===== config.mk =====
export PLATFORM = sky130hd
export DESIGN_NAME = sklansky_adder_16
export DESIGN_NICKNAME = d
export VERILOG_FILES = /design/src/rtl/sklansky_adder_16.sv
export SDC_FILE = /design/constraint.sdc
export NUM_CORES = 1
export LEC_CHECK = 0
export ABC_AREA = 1
export CAP_MARGIN = 40
export CORE_AREA = 2 2 60 62
export CTS_CLUSTER_SIZE = 25
export DETAILED_ROUTE_END_ITERATION = 8
export DIE_AREA = 0 0 62 64
export PLACE_DENSITY = 0.78
export SLEW_MARGIN = 40
export SYNTH_ARGS = -nofsm -noshare
export SYNTH_HDL_FRONTEND = slang
export SYNTH_SLANG_ARGS = --single-unit
export TNS_END_PERCENT = 50

===== constraint.sdc =====
create_clock -name clk -period 1 [get_ports clk]
set_clock_uncertainty 0.15 [all_clocks]
set_input_delay 0.15 -clock clk [delete_from_list [all_inputs] [get_ports clk]]
set_output_delay 0.15 -clock clk [all_outputs]
set_load 0.05 [all_outputs]

===== src/rtl/sklansky_adder_16.sv =====
// ---------------------------------------------------------------------------
// sklansky_adder_16
//   Registered Sklansky (divide-and-conquer) parallel-prefix adder.
//   Computes {cout, sum} = a + b + cin. The result is registered, so the unit
//   can sit directly in a datapath pipeline.
//
//   The carry-in is folded into bit 0's generate before the tree. Each of the
//   log2(WIDTH) prefix levels then merges the upper half of every 2^(k+1)
//   block with the top bit of that block's lower half. After the last level,
//   g[i] is the group generate over bits i..0 including cin. That value is
//   the carry into bit i+1.
//
//   Optional build macro:
//     SKLANSKY_PIPE_EN  adds a register stage after prefix level log2(WIDTH)/2.
//                       The stage holds the group G/P vectors, the bit
//                       propagates and cin. Latency becomes 2 and throughput
//                       stays one result per cycle. With the macro undefined
//                       there is a single output register and latency 1.
//
// Ports
//   clk        in   1      clock, rising edge
//   rst_n      in   1      asynchronous active-low reset
//   in_valid   in   1      a/b/cin valid this cycle
//   a, b       in   WIDTH  unsigned operands
//   cin        in   1      carry-in
//   out_valid  out  1      sum/cout hold a fresh result
//   sum        out  WIDTH  (a+b+cin) mod 2^WIDTH, held while no new result
//   cout       out  1      carry out of bit WIDTH-1, held like sum
// ---------------------------------------------------------------------------
module sklansky_adder_16 #(
    parameter int WIDTH = 16
) (
    input  logic             clk,
    input  logic             rst_n,
    input  logic             in_valid,
    input  logic [WIDTH-1:0] a,
    input  logic [WIDTH-1:0] b,
    input  logic             cin,
    output logic             out_valid,
    output logic [WIDTH-1:0] sum,
    output logic             cout
);

    localparam int LEVELS = $clog2(WIDTH);
    localparam int MID    = LEVELS / 2;

    // Bit-level generate/propagate; cin is absorbed as a generate below bit 0.
    logic [WIDTH-1:0] g_bit;
    logic [WIDTH-1:0] p_bit;
    logic [WIDTH-1:0] g_lvl0;

    assign g_bit = a & b;
    assign p_bit = a ^ b;

    always_comb begin
        g_lvl0    = g_bit;
        g_lvl0[0] = g_bit[0] | (p_bit[0] & cin);
    end

`ifdef SKLANSKY_PIPE_EN
    // Mid-tree register stage.
    logic [WIDTH-1:0] mid_g_d;
    logic [WIDTH-1:0] mid_p_d;
    logic [WIDTH-1:0] mid_g_q;
    logic [WIDTH-1:0] mid_p_q;
    logic [WIDTH-1:0] p_bit_q;
    logic             cin_q;
    logic             valid_mid_q;
`endif

    // Prefix tree. Each level is a named block so that the next level can
    // read the previous level's outputs.
    for (genvar k = 0; k < LEVELS; k++) begin : g_level
        logic [WIDTH-1:0] g_in;
        logic [WIDTH-1:0] p_in;
        logic [WIDTH-1:0] g_o;
        logic [WIDTH-1:0] p_o;

`ifdef SKLANSKY_PIPE_EN
        if (k == MID) begin : g_src_reg
            assign g_in = mid_g_q;
            assign p_in = mid_p_q;
        end else
`endif
        if (k == 0) begin : g_src_bit
            assign g_in = g_lvl0;
            assign p_in = p_bit;
        end else begin : g_src_prev
            assign g_in = g_level[k-1].g_o;
            assign p_in = g_level[k-1].p_o;
        end

        always_comb begin
            int j;
            j   = 0;
            g_o = g_in;
            p_o = p_in;
            for (int i = 0; i < WIDTH; i++) begin
                // Bit k of the index set means the bit is in the upper half of
                // its 2^(k+1) block. j is the top bit of the lower half.
                if (((i >> k) & 1) != 0) begin
                    j      = (i & ~((1 << (k + 1)) - 1)) | ((1 << k) - 1);
                    g_o[i] = g_in[i] | (p_in[i] & g_in[j]);
                    p_o[i] = p_in[i] & p_in[j];
                end
            end
        end
    end

`ifdef SKLANSKY_PIPE_EN
    if (MID == 0) begin : g_mid_from_bit
        assign mid_g_d = g_lvl0;
        assign mid_p_d = p_bit;
    end else begin : g_mid_from_tree
        assign mid_g_d = g_level[MID-1].g_o;
        assign mid_p_d = g_level[MID-1].p_o;
    end

    // NOTE: sequential state uses non-blocking (<=) so every flop samples
    // pre-edge values regardless of block ordering.
    always_ff @(posedge clk or negedge rst_n) begin
        if (!rst_n) begin
            valid_mid_q <= 1'b0;
            mid_g_q     <= '0;
            mid_p_q     <= '0;
            p_bit_q     <= '0;
            cin_q       <= 1'b0;
        end else begin
            valid_mid_q <= in_valid;
            if (in_valid) begin
                mid_g_q <= mid_g_d;
                mid_p_q <= mid_p_d;
                p_bit_q <= p_bit;
                cin_q   <= cin;
            end
        end
    end
`endif

    // Sum stage sources, taken from the pipeline register when it exists.
    logic [WIDTH-1:0] p_sum;
    logic             cin_sum;
    logic             valid_sum;

`ifdef SKLANSKY_PIPE_EN
    assign p_sum     = p_bit_q;
    assign cin_sum   = cin_q;
    assign valid_sum = valid_mid_q;
`else
    assign p_sum     = p_bit;
    assign cin_sum   = cin;
    assign valid_sum = in_valid;
`endif

    logic [WIDTH-1:0] g_fin;
    logic [WIDTH-1:0] sum_d;
    logic             cout_d;
    logic [WIDTH-1:0] sum_q;
    logic             cout_q;
    logic             out_valid_q;

    assign g_fin  = g_level[LEVELS-1].g_o;
    // Carry into bit i is the prefix generate of bit i-1. The carry into
    // bit 0 is cin itself.
    assign sum_d  = p_sum ^ {g_fin[WIDTH-2:0], cin_sum};
    assign cout_d = g_fin[WIDTH-1];

    // Group propagates of the final level feed nothing downstream.
    logic unused_p_top;
    assign unused_p_top = ^g_level[LEVELS-1].p_o;

    always_ff @(posedge clk or negedge rst_n) begin
        if (!rst_n) begin
            out_valid_q <= 1'b0;
            sum_q       <= '0;
            cout_q      <= 1'b0;
        end else begin
            out_valid_q <= valid_sum;
            // NOTE: the result is loaded only on valid. An invalid cycle
            // therefore holds the last result, and X operands never reach it.
            if (valid_sum) begin
                sum_q  <= sum_d;
                cout_q <= cout_d;
            end
        end
    end

    assign out_valid = out_valid_q;
    assign sum       = sum_q;
    assign cout      = cout_q;

endmodule


==> results.toml <==
[clocking]
path_clk_slew_ns = 0.11
clock_latency_ns = 0.29
cts_made_buffers = 3
tritoncts = "built"
clockBufferDepth = 2
clock-root-buffer = "clkbuf_4"
cts_sinks = 18
h-tree-depth = 1

[sta]
slew_headroom_pct = 81.51
hold_violations = 0
worst_pin_slew_ns = 0.2774
worst_slack_ns = -0.8057
final.setup.tns_ns = -13.29
setup_viol = 34
rsz0062_at_grt = "true"
min_period_ns = 1.806
hold_slack_ns = 0.05298
drv_slew = 0
final.period_utilization_pct = 180.6
max_freq_ghz = 0.5538

[synthesis]
syn_inst = 190
synth_top_area_share_pct = 32.37
syn_nets = 245
ys_top_cells_by_area = "dfrtp_1, nand2_1, ha_1, inv_1, fa_1"
yosys_warnings = 0
yosysUniqueCellTypes = 19
ys_seq_area_share_pct = 32.37
syn_avg_cell_area_um2 = 7.323
synth_seq_cells = 18
yosysTopAreaCell = "dfrtp_1"
synth_area_um2 = 1391

[pwr]
p_comb_share_pct = 59.7
cellLeakagePower_nw = 1.378
switchingPower_mw = 1.364
vdd_drop_max_uv = 759.3
pwr-share-clk_pct = 10.9
internal-power_mw = 1.992
power_density_nw_per_um2 = 1265
power_frac_seq_pct = 29.4
switching_share_pct = 40.65

[place]
portBuffers = 53
dp_hpwl_um = 2904
place_inst = 312
placed_cell_area_um2 = 2372
place.gp.congestion = 0.8741

[layout]
stdcell_count = 325
post-route-util_pct = 80.76
mostFrequentLayoutCells = "nand2_1, buf_4, inv_1"
drive_above_1_share_pct = 38.71
design_area_um2 = 2653
fill_cells = 201
nNetsFinal = 336
final_common_cell = "nand2_1"
antennaDiodeCount = 0
area_growth_syn_to_layout_pct = 90.65

[run_status]
run_status = "finished with violations"
violations = "setup timing"

[setup_path]
r2r_slack_ns = 0.15
worstSetupEndpointType = "register"
critical_path_required_ns = 1.06
path_max_fanout = 2
cp.buffers_inverters = 4
crit_type = "in2reg"
r2r_cells = 2
cp_slowest_cell = "fa_2"
path_cells = "buf_8 -> inv_8 -> fa_2 -> inv_2 -> fa_2 -> nand2_2 -> nand2_2 -> nand3_2 -> nand2_2 -> inv_2 -> fa_2 -> xor2_1 -> o21ai_1"
rr_endpoint = "cout"
cp-start-kind = "primary input"
cp_top_family = "adder cells"
cp.arrival_ns = 1.87
max_stage_delay_ns = 0.37
r2r-start = "cout"

[floorplanning]
dieArea_um2 = 3968
rows = 21
die_h_um = 64
coreArea_um2 = 3284
ioPinCount = 54
die_x_um = 62
start_util_pct = 42.36

[flow_run]
max-cap-violations = 0

[global_route]
grt_first_pass_wirelength_um = 6361
grt_overflow = 0
antenna_found_initial = 0
grt_use_total_pct = 21.11
grt_pass1_vias = 1537
grt_max_degree = 20

[detailed_routing]
postRouteAntennaNets = 0
via_per_inst = 4.698
vias = 1527
drc = 0
drtPass1Iterations = 4
drt-total-wl_um = 4133
drtIter0Drc = 48
avgRoutedWirePerCell_um = 12.72

[hold_path]
hp-class = "in2async"
==> metrics by stage <==
stage	worst slack, ns	power, mW
finish	-0.8057	3.357
global route	-0.8735	3.542
CTS	-0.7626	3.240
detailed placement	-1.626	2.800
global placement	-1.533	2.758
floorplan	-0.9792	1.812
==> worst max-delay path by stage <==
stage	end	depth (start not counted)	slack (ns)	startpoint
floorplan	sum[8]	11	-0.98	cin
global placement	sum[8]	12	-1.53	cin
detailed placement	sum[9]	13	-1.63	cin
CTS	sum[9]	13	-0.76	cin
global route	sum[9]	13	-0.87	cin
finish	sum[9]	13	-0.81	cin
==> worst reg2reg max path, delay by kind of cell (launching register included) <==
kind,cells,cell delay [ns]
AO/OA/AOI/OAI,1,0.04
flip-flops,1,0.43
AND/OR/NAND/NOR,1,0.13
==> registers in the layout, summed over array words and instances (netlist names) <==
| signal | cells |
|---|---|
| sum | 16 |
| cout | 1 |
| out_valid | 1 |
==> cell usage after synthesis (all sizes together) <==
| master | count |
|---|---|
| a21oi | 10 |
| buf | 3 |
| dfrtp | 18 |
| fa | 5 |
| ha | 14 |
| inv | 33 |
| nand2 | 68 |
| nand3 | 14 |
| nand4 | 1 |
| nor2 | 10 |
| nor3 | 1 |
| o21ai | 8 |
| o21bai | 1 |
| xnor2 | 2 |
| xor2 | 2 |
==> cell families after synthesis <==
family | Yosys count | share of synthesized area [%]
AO/OA/AOI/OAI | 19 | 7.554
flip-flops | 18 | 32.37
buffers and inverters | 36 | 9.982
AND/OR/NAND/NOR | 94 | 27.79
adder cells (fa/ha/maj) | 19 | 19.78
XOR/XNOR | 4 | 2.518
==> power groups by stage <==
stage	registers, mW	logic, mW	clock network (mW)
detailed placement	0.998	1.80	0
global route	0.998	2.14	0.404
CTS	0.987	1.88	0.372
global placement	1.00	1.76	0
finish	0.987	2.00	0.366
floorplan	1.36	0.451	0
==> per-layer routing <==
layer,vias to the layer above,routed length (µm),global-route usage (%)
li1,763,-,-
met1,715,1634,23.66
met2,47,2296,39.06
met3,2,182,3.239
met4,0,19,6.117
met5,-,0,0
==> timing repair <==
item                       CTS  global route
pin swaps                   20            12
cloned                       0             0
buffers inserted             9             2
setup endpoints to repair   35            35
hold buffers                 0             0
resized for setup           44            28
==> cell type report <==
type	instances	area (µm²)	share of cell area, %
inverter	33	133.9	5.047
clock buffer	3	22.52	0.8491
multi-input combinational	136	997.2	37.59
tap	46	57.56	2.170
timing repair buffer	89	991.0	37.36
sequential	18	450.4	16.98
Note: power is estimated with default switching activity, not from simulation.
